--- src/rtl/rng_segment_eval_pkg.sv ---
// Shared definitions for the RNG segment evaluator: default widths and
// field-layout / address-width helpers used by the float sample decoder.
package rng_segment_eval_pkg;

  // Default configuration of the non-uniform RNG back end
  localparam int URNG_BX             = 16;
  localparam int RNG_BY              = 16;
  localparam int RNG_K               = 2;
  localparam int RNG_MANT_BW         = 8;
  localparam int RNG_EXP_BW          = 6;
  localparam int RNG_GROWING_OCT     = 6;
  localparam int RNG_DIMINISHING_OCT = 4;

  function automatic int max_int(input int a, input int b);
    return (a > b) ? a : b;
  endfunction

  // Bits needed to number every section (growing + diminishing)
  function automatic int sec_bw(input int g_oct, input int d_oct);
    return max_int(1, $clog2(g_oct + d_oct));
  endfunction

  // Coefficient address width: section index concatenated with subsection
  function automatic int addr_bw(input int g_oct, input int d_oct, input int k);
    return sec_bw(g_oct, d_oct) + k;
  endfunction

  // Float sample field positions: [bx-1]=symm, [bx-2]=part, exponent, mantissa
  function automatic int symm_pos(input int bx);
    return bx - 1;
  endfunction

  function automatic int part_pos(input int bx);
    return bx - 2;
  endfunction

endpackage

--- src/rtl/rng_segment_eval_out.sv ---
// Small output FIFO for the segment evaluator: power-of-two depth,
// synchronous reset, simultaneous push/pop, head reads 0 when empty.
module rng_out_fifo
  import rng_segment_eval_pkg::*;
#(
  parameter int WIDTH = 16,
  parameter int DEPTH = 4
) (
  input  logic                       clk,
  input  logic                       rst,
  input  logic                       push,
  input  logic [WIDTH-1:0]           push_data,
  input  logic                       pop,
  output logic [WIDTH-1:0]           head,
  output logic [$clog2(DEPTH):0]     count
);

  localparam int PTRW = max_int(1, $clog2(DEPTH));
  localparam logic [$clog2(DEPTH):0] FULL = ($clog2(DEPTH) + 1)'(DEPTH);

  logic [WIDTH-1:0] mem [DEPTH];
  logic [PTRW-1:0]  wr_ptr;
  logic [PTRW-1:0]  rd_ptr;
  logic             do_push;
  logic             do_pop;

  // Pops on an empty FIFO are ignored; a push into a full FIFO only lands if a pop frees a slot
  always_comb begin
    do_pop  = pop && (count != '0);
    do_push = push && ((count != FULL) || do_pop);
  end

  // Pointer and occupancy bookkeeping; pointers wrap naturally at the power-of-two depth
  always_ff @(posedge clk) begin
    if (rst) begin
      wr_ptr <= '0;
      rd_ptr <= '0;
      count  <= '0;
    end else begin
      if (do_push) wr_ptr <= wr_ptr + 1'b1;
      if (do_pop)  rd_ptr <= rd_ptr + 1'b1;
      case ({do_push, do_pop})
        2'b10:   count <= count + 1'b1;
        2'b01:   count <= count - 1'b1;
        default: count <= count;
      endcase
    end
  end

  // Storage array; contents need no reset since count gates visibility
  always_ff @(posedge clk) begin
    if (do_push) mem[wr_ptr] <= push_data;
  end

  // Head is forced to zero while empty so the output never shows stale data
  always_comb begin
    head = (count != '0) ? mem[rd_ptr] : '0;
  end

endmodule

--- src/rtl/rng_segment_eval.sv ---
// Segment evaluator: decodes a float-encoded uniform sample into a coefficient
// address, evaluates y = c0 + c1*frac with saturation and symmetry sign, and
// delivers results through a credit-controlled output FIFO.
//
// Handshakes: a transfer happens on a rising edge where valid and ready are
// both high; ready never depends on valid, and valid/data hold until taken.
module rng_segment_eval
  import rng_segment_eval_pkg::*;
#(
  parameter int BX         = URNG_BX,
  parameter int BY         = RNG_BY,
  parameter int K          = RNG_K,
  parameter int MANT_BW    = RNG_MANT_BW,
  parameter int EXP_BW     = RNG_EXP_BW,
  parameter int G_OCT      = RNG_GROWING_OCT,
  parameter int D_OCT      = RNG_DIMINISHING_OCT,
  parameter int FIFO_DEPTH = 4
) (
  input  logic                                   clk,
  input  logic                                   rst,
  input  logic [BX-1:0]                          in_sample,
  input  logic                                   in_valid,
  output logic                                   in_ready,
  output logic [addr_bw(G_OCT, D_OCT, K)-1:0]    lookup_addr,
  output logic                                   lookup_en,
  input  logic signed [BY-1:0]                   c0,
  input  logic signed [BY-1:0]                   c1,
  output logic [BY-1:0]                          out_sample,
  output logic                                   out_valid,
  input  logic                                   out_ready,
  output logic                                   clamp_flag
);

  localparam int FW   = MANT_BW - K;          // fraction bits below the subsection index
  localparam int SECW = sec_bw(G_OCT, D_OCT);
  localparam int AW   = SECW + K;
  localparam int PW   = BY + FW + 1;          // full signed x unsigned product width
  localparam int SW   = BY + FW + 2;          // sum width before saturation
  localparam int CW   = $clog2(FIFO_DEPTH) + 1;
  localparam int OW   = CW + 3;               // FIFO count plus up to four in-flight samples

  localparam logic [EXP_BW-1:0] G_LAST = EXP_BW'(G_OCT - 1);
  localparam logic [EXP_BW-1:0] D_LAST = EXP_BW'(D_OCT - 1);
  localparam logic [SECW-1:0]   G_SEC  = SECW'(G_OCT);
  localparam logic signed [SW-1:0] SAT_MAX = {{(SW-BY+1){1'b0}}, {(BY-1){1'b1}}};
  localparam logic signed [SW-1:0] SAT_MIN = {{(SW-BY+1){1'b1}}, {(BY-1){1'b0}}};
  localparam logic [BY-1:0] Y_MIN = {1'b1, {(BY-1){1'b0}}};
  localparam logic [BY-1:0] Y_MAX = {1'b0, {(BY-1){1'b1}}};
  localparam logic [OW-1:0] DEPTH_W = OW'(FIFO_DEPTH);

  // Input field decode
  logic              in_symm;
  logic              in_part;
  logic [EXP_BW-1:0] in_exp;
  logic [K-1:0]      in_sub;
  logic [FW-1:0]     in_frac;
  logic [EXP_BW-1:0] e_last;
  logic [EXP_BW-1:0] e_clamped;
  logic              clamp_hit;
  logic [SECW-1:0]   section;
  logic [AW-1:0]     addr_next;
  logic              accept;

  // Stage 1: address issued, symm/frac held
  logic              s1_symm;
  logic [FW-1:0]     s1_frac;
  // Stage 1b: waiting one cycle for the coefficient read
  logic              s1b_valid;
  logic              s1b_symm;
  logic [FW-1:0]     s1b_frac;
  // Stage 2: coefficients captured
  logic              s2_valid;
  logic              s2_symm;
  logic [FW-1:0]     s2_frac;
  logic signed [BY-1:0] s2_c0;
  logic signed [BY-1:0] s2_c1;
  // Stage 3: scaled product registered
  logic              s3_valid;
  logic              s3_symm;
  logic signed [BY-1:0] s3_c0;
  logic signed [BY:0]   s3_p;

  logic signed [PW-1:0] c1_ext;
  logic signed [PW-1:0] frac_ext;
  logic signed [PW-1:0] prod;
  logic signed [BY:0]   p_next;
  logic                 unused_prod_lsbs;

  logic signed [SW-1:0] c0_ext;
  logic signed [SW-1:0] p_ext;
  logic signed [SW-1:0] sum;
  logic [BY-1:0]        sat;
  logic [BY-1:0]        y;

  logic [CW-1:0]        fifo_count;
  logic [OW-1:0]        inflight;
  logic [OW-1:0]        occupancy;

  // Split the float sample, clamp the exponent to the part's section count, form the address
  always_comb begin
    in_symm   = in_sample[symm_pos(BX)];
    in_part   = in_sample[part_pos(BX)];
    in_exp    = in_sample[MANT_BW +: EXP_BW];
    in_sub    = in_sample[MANT_BW-1 -: K];
    in_frac   = in_sample[FW-1:0];
    e_last    = in_part ? D_LAST : G_LAST;
    clamp_hit = (in_exp > e_last);
    e_clamped = clamp_hit ? e_last : in_exp;
    section   = in_part ? (G_SEC + SECW'(e_clamped)) : SECW'(e_clamped);
    addr_next = {section, in_sub};
    accept    = in_valid && in_ready && !rst;
  end

  // Four-stage evaluation pipeline; it never stalls because input credits bound occupancy
  always_ff @(posedge clk) begin
    if (rst) begin
      lookup_en   <= 1'b0;
      lookup_addr <= '0;
      s1_symm     <= 1'b0;
      s1_frac     <= '0;
      s1b_valid   <= 1'b0;
      s1b_symm    <= 1'b0;
      s1b_frac    <= '0;
      s2_valid    <= 1'b0;
      s2_symm     <= 1'b0;
      s2_frac     <= '0;
      s2_c0       <= '0;
      s2_c1       <= '0;
      s3_valid    <= 1'b0;
      s3_symm     <= 1'b0;
      s3_c0       <= '0;
      s3_p        <= '0;
    end else begin
      lookup_en <= accept;
      if (accept) begin
        lookup_addr <= addr_next;
        s1_symm     <= in_symm;
        s1_frac     <= in_frac;
      end
      s1b_valid <= lookup_en;
      s1b_symm  <= s1_symm;
      s1b_frac  <= s1_frac;
      s2_valid  <= s1b_valid;
      s2_symm   <= s1b_symm;
      s2_frac   <= s1b_frac;
      s2_c0     <= c0;
      s2_c1     <= c1;
      s3_valid  <= s2_valid;
      s3_symm   <= s2_symm;
      s3_c0     <= s2_c0;
      s3_p      <= p_next;
    end
  end

  // Sticky record of any exponent that had to be clamped
  always_ff @(posedge clk) begin
    if (rst) begin
      clamp_flag <= 1'b0;
    end else if (accept && clamp_hit) begin
      clamp_flag <= 1'b1;
    end
  end

  // c1 * frac; keeping the top bits is an arithmetic shift right by FW (floor)
  always_comb begin
    c1_ext   = {{(PW-BY){s2_c1[BY-1]}}, s2_c1};
    frac_ext = {{(PW-FW){1'b0}}, s2_frac};
    prod     = c1_ext * frac_ext;
    p_next   = prod[PW-1:FW];
  end
  assign unused_prod_lsbs = ^prod[FW-1:0];

  // Sum, saturate to BY bits, then apply the symmetry sign with -MIN saturating to MAX
  always_comb begin
    c0_ext = {{(SW-BY){s3_c0[BY-1]}}, s3_c0};
    p_ext  = {{(SW-BY-1){s3_p[BY]}}, s3_p};
    sum    = c0_ext + p_ext;
    if (sum > SAT_MAX) begin
      sat = Y_MAX;
    end else if (sum < SAT_MIN) begin
      sat = Y_MIN;
    end else begin
      sat = sum[BY-1:0];
    end
    if (s3_symm) begin
      y = (sat == Y_MIN) ? Y_MAX : (-sat);
    end else begin
      y = sat;
    end
  end

  // Credit check: every sample in the pipeline owns a FIFO slot in advance.
  // A sample holds its credit for four pipeline cycles plus at least one FIFO
  // cycle, so sustained one-per-cycle flow needs FIFO_DEPTH of at least five.
  always_comb begin
    inflight  = OW'(lookup_en) + OW'(s1b_valid) + OW'(s2_valid) + OW'(s3_valid);
    occupancy = OW'(fifo_count) + inflight;
    in_ready  = (occupancy < DEPTH_W);
    out_valid = (fifo_count != '0);
  end

  rng_out_fifo #(
    .WIDTH (BY),
    .DEPTH (FIFO_DEPTH)
  ) u_out_fifo (
    .clk       (clk),
    .rst       (rst),
    .push      (s3_valid),
    .push_data (y),
    .pop       (out_ready),
    .head      (out_sample),
    .count     (fifo_count)
  );

endmodule

--- config.mk ---
export PLATFORM = sky130hd
export DESIGN_NAME = rng_segment_eval
export DESIGN_NICKNAME = d
export VERILOG_FILES = /design/src/rtl/rng_segment_eval_pkg.sv /design/src/rtl/rng_segment_eval_out.sv /design/src/rtl/rng_segment_eval.sv
export SDC_FILE = /design/constraint.sdc
export NUM_CORES = 1
export LEC_CHECK = 0
export CORE_AREA = 4 4 151 153
export CTS_CLUSTER_SIZE = 25
export DETAILED_ROUTE_END_ITERATION = 8
export DIE_AREA = 0 0 155 157
export GPL_TIMING_DRIVEN = 0
export PLACE_DENSITY = 0.69
export SYNTH_ARGS = -nofsm -noshare
export SYNTH_HDL_FRONTEND = slang
export SYNTH_SLANG_ARGS = --single-unit
--- constraint.sdc ---
create_clock -name clk -period 7 [get_ports clk]
set_clock_uncertainty 0.15 [all_clocks]
set_input_delay 0.7 -clock clk [delete_from_list [all_inputs] [get_ports clk]]
set_output_delay 0.7 -clock clk [all_outputs]
set_load 0.02 [all_outputs]
==> flow_summary.toml <==
[logic_synthesis]
yosysTopAreaCell = "dfxtp_1"
yosys-top-cells-area = "dfxtp_1 (20%), edfxtp_1 (18%), fa_1 (13%)"
synth_common_cells = "dfxtp_1 (107), and2_1 (76), nand2_1 (76), nor2b_1 (73), ha_1 (71)"
synthXorXnorAreaFrac_pct = 3.75
synth_edf_count = 64
syn-mean-instance-area_um2 = 10.7
synth_fp_nets = 1178
synth.top_cell.area_share_pct = 20.4
yosys.area_share.adder_pct = 21.6
synth_cell_types = 78
synth_flop_cell = "dfxtp_1"
synth.most_common_cell = "dfxtp_1"
ys_async_sr_fraction_pct = 0
ys_ff_latch = 171
yosys_warnings = 0
yosysSeqAreaShare_pct = 38.6
netlist_area_um2 = 10500
syn_inst = 986
synth-simple-area-share_pct = 17.0
synth_compound_gate_area_share_pct = 10.1
synthMuxAreaShare_pct = 5.15
synth_top_family_by_area = "adder cells"

[timing]
rsz0062_at_grt = "false"
fin_tns_setup_ps = 0
finalCritPeriodShare_pct = 81.7
finalHoldWorstSlack_ps = 288
period_needed_ps = 5720
timing.max_slew.rel_slack_pct = 39.8
final-hold-violation-count = 0
worst_slew_pin_slew_ps = 899
fmax_mhz = 175
setup_viol = 0
finalMaxSlewViolations = 0

[power]
cellPowerDensity_nw_per_um2 = 192
switching_power_uw = 628
clockPowerShare_pct = 41.1
seqPwrFrac_pct = 46.6
p_leak_uw = 0.00521
sw_frac_of_total_pct = 26.7
peakVddDrop_mv = 0.172
internal_power_uw = 1720
combPwrFrac_pct = 12.2

[detailed_routing]
drcViolationCount = 0
wl_per_cell_um = 15.3
final_antenna_net_count = 0
wirelength_um = 21000
drt_iter0_drc = 354
dr.pass1.iters = 5
vias = 7265
via_per_inst = 5.29

[floorplanning]
io_pins = 78
die_x_um = 155
dieHeight_um = 157
rows = 54
initial_core_util_pct = 48.8
coreArea_um2 = 21600
dieArea_um2 = 24300

[final_layout]
syn_to_final_growth_pct = 16.3
fill_cells = 1908
final_core_util_pct = 56.7
fin_nets = 1272
diodes = 0
layout-drive-gt1-share_pct = 7.32

[clock_tree]
ctsHoldBuffers = 0
tritoncts = "yes"
cts_setup_buffers = 0
h-tree-depth = 4
cts_resized = 0
clock_path_buffers = 2
cts_buffers = 17
cts.sinks = 171
root_buffer = "clkbuf_16"
clk_latency_ps = 430
clk_pin_slew_ps = 70

[status]
status = "finished clean"

[grt]
antenna_found_initial = 1
grt_pass1_wl_um = 35400
gr-total-overflow = 0
grt_max_degree = 20
track_usage_pct = 18.1
first_global_vias = 7156

[hold_path]
hp-class = "flip-flop to flip-flop"

[critical_path]
cp_data_arrival_time_ps = 5870
cpPeakStageDelay_ps = 730
crit_path_end_kind = "flip-flop"
cp_max_fo = 10
cpMostUsedCell = "fa_1"
crit_type = "flip-flop to flip-flop"
slowest_stage = "a2111oi_0"
start_kind = "flip-flop"
crit_chain = "clkbuf_1 > nand2_1 > fa_1 > inv_1 > fa_1 > fa_1 > fa_1 > ha_1 > a2111oi_0 > o21ai_0 > a21oi_1 > o21bai_1 > o31ai_1 > xor2_1 > nor2_1"
crit_required_ps = 7150

[job]
cap_violations = 0

[placement]
globalplace.congestion = 0.906
portBuffers = 75
post-dp-hpwl_um = 16200
sequential cells by signal (all words and copies together) (netlist names), 16 cells and up, named ones only:
register / count
s2_c1: 16
u_out_fifo.mem: 64
s3_c0: 16
s3_p: 17
s2_c0: 16
layout by cell type (no fill, tap or decap), drive strengths merged, types with 51 or more instances in the layout:
cell | Yosys | routed
edfxtp | 64 | 64
and2 | 76 | 76
inv | 67 | 77
fa | 69 | 69
ha | 71 | 71
dfxtp | 107 | 107
clkbuf | 34 | 51
clkdlybuf4s50 | 0 | 75
nor2b | 74 | 74
nand2 | 76 | 76
final timing paths:
path / from / to / slack (ps) / depth (start not counted)
worst max register to register: s2_frac[2] / s3_p[11] / 1280 / 15
worst min-delay path: s2_c0[1] / s3_c0[1] / 290 / 1
worst min register to register: s2_c0[1] / s3_c0[1] / 290 / 1
worst max-delay path: s2_frac[2] / s3_p[11] / 1280 / 15
cell families after synthesis:
family,Yosys count
simple gates,335
flops,171
compound gates,157
fa+ha+maj,140
buf+inv,105
xor+xnor,45
mux,33
critical path, delay by kind of cell, from the launching register on:
kind	cells	cell delay [ps]
AO/OA/AOI/OAI	5	1700
XOR/XNOR	1	190
adder cells (fa/ha/maj)	5	2250
buffers and inverters	2	580
flip-flops	1	520
AND/OR/NAND/NOR	2	200
per-layer routing:
layer  routed length (µm)  track usage [%]  vias up
met4                  224             4.21        2
met1                 9870             25.3     3516
met2                 9800             29.3      155
met5                   13                0        -
met3                 1060             3.85       18
li1                     -                -     3574
power groups by stage:
stage	logic, µW	registers, µW	clock network [µW]
2_1_floorplan	190	1110	0
3_3_place_gp	281	1120	0
3_5_place_dp	287	1120	0
4_1_cts	289	1090	983
5_1_grt	323	1100	1030
6_report	287	1090	965
metrics by stage:
stage / area, µm² / worst slack [ps] / std cells / power [µW]
floorplan: 10500 / 2100 / 986 / 1300
global route: 12200 / 904 / 1373 / 2450
finish: 12200 / 1280 / 1373 / 2350
detailed placement: 11600 / 1400 / 1341 / 1400
global placement: 11600 / 1400 / 1341 / 1400
CTS: 12200 / 1350 / 1373 / 2370
area by class of cell:
type,count,area [µm²],share of cell area [%]
Multi-Input combinational cell,710,6050,49.5
Sequential cell,171,4060,33.2
Timing Repair Buffer,75,751,6.14
Clock buffer,17,425,3.48
Tap cell,280,350,2.86
Inverter,67,251,2.06
Clock inverter,15,186,1.52
Buffer,38,148,1.21
No activity file was read; power rests on OpenSTA's default activity.
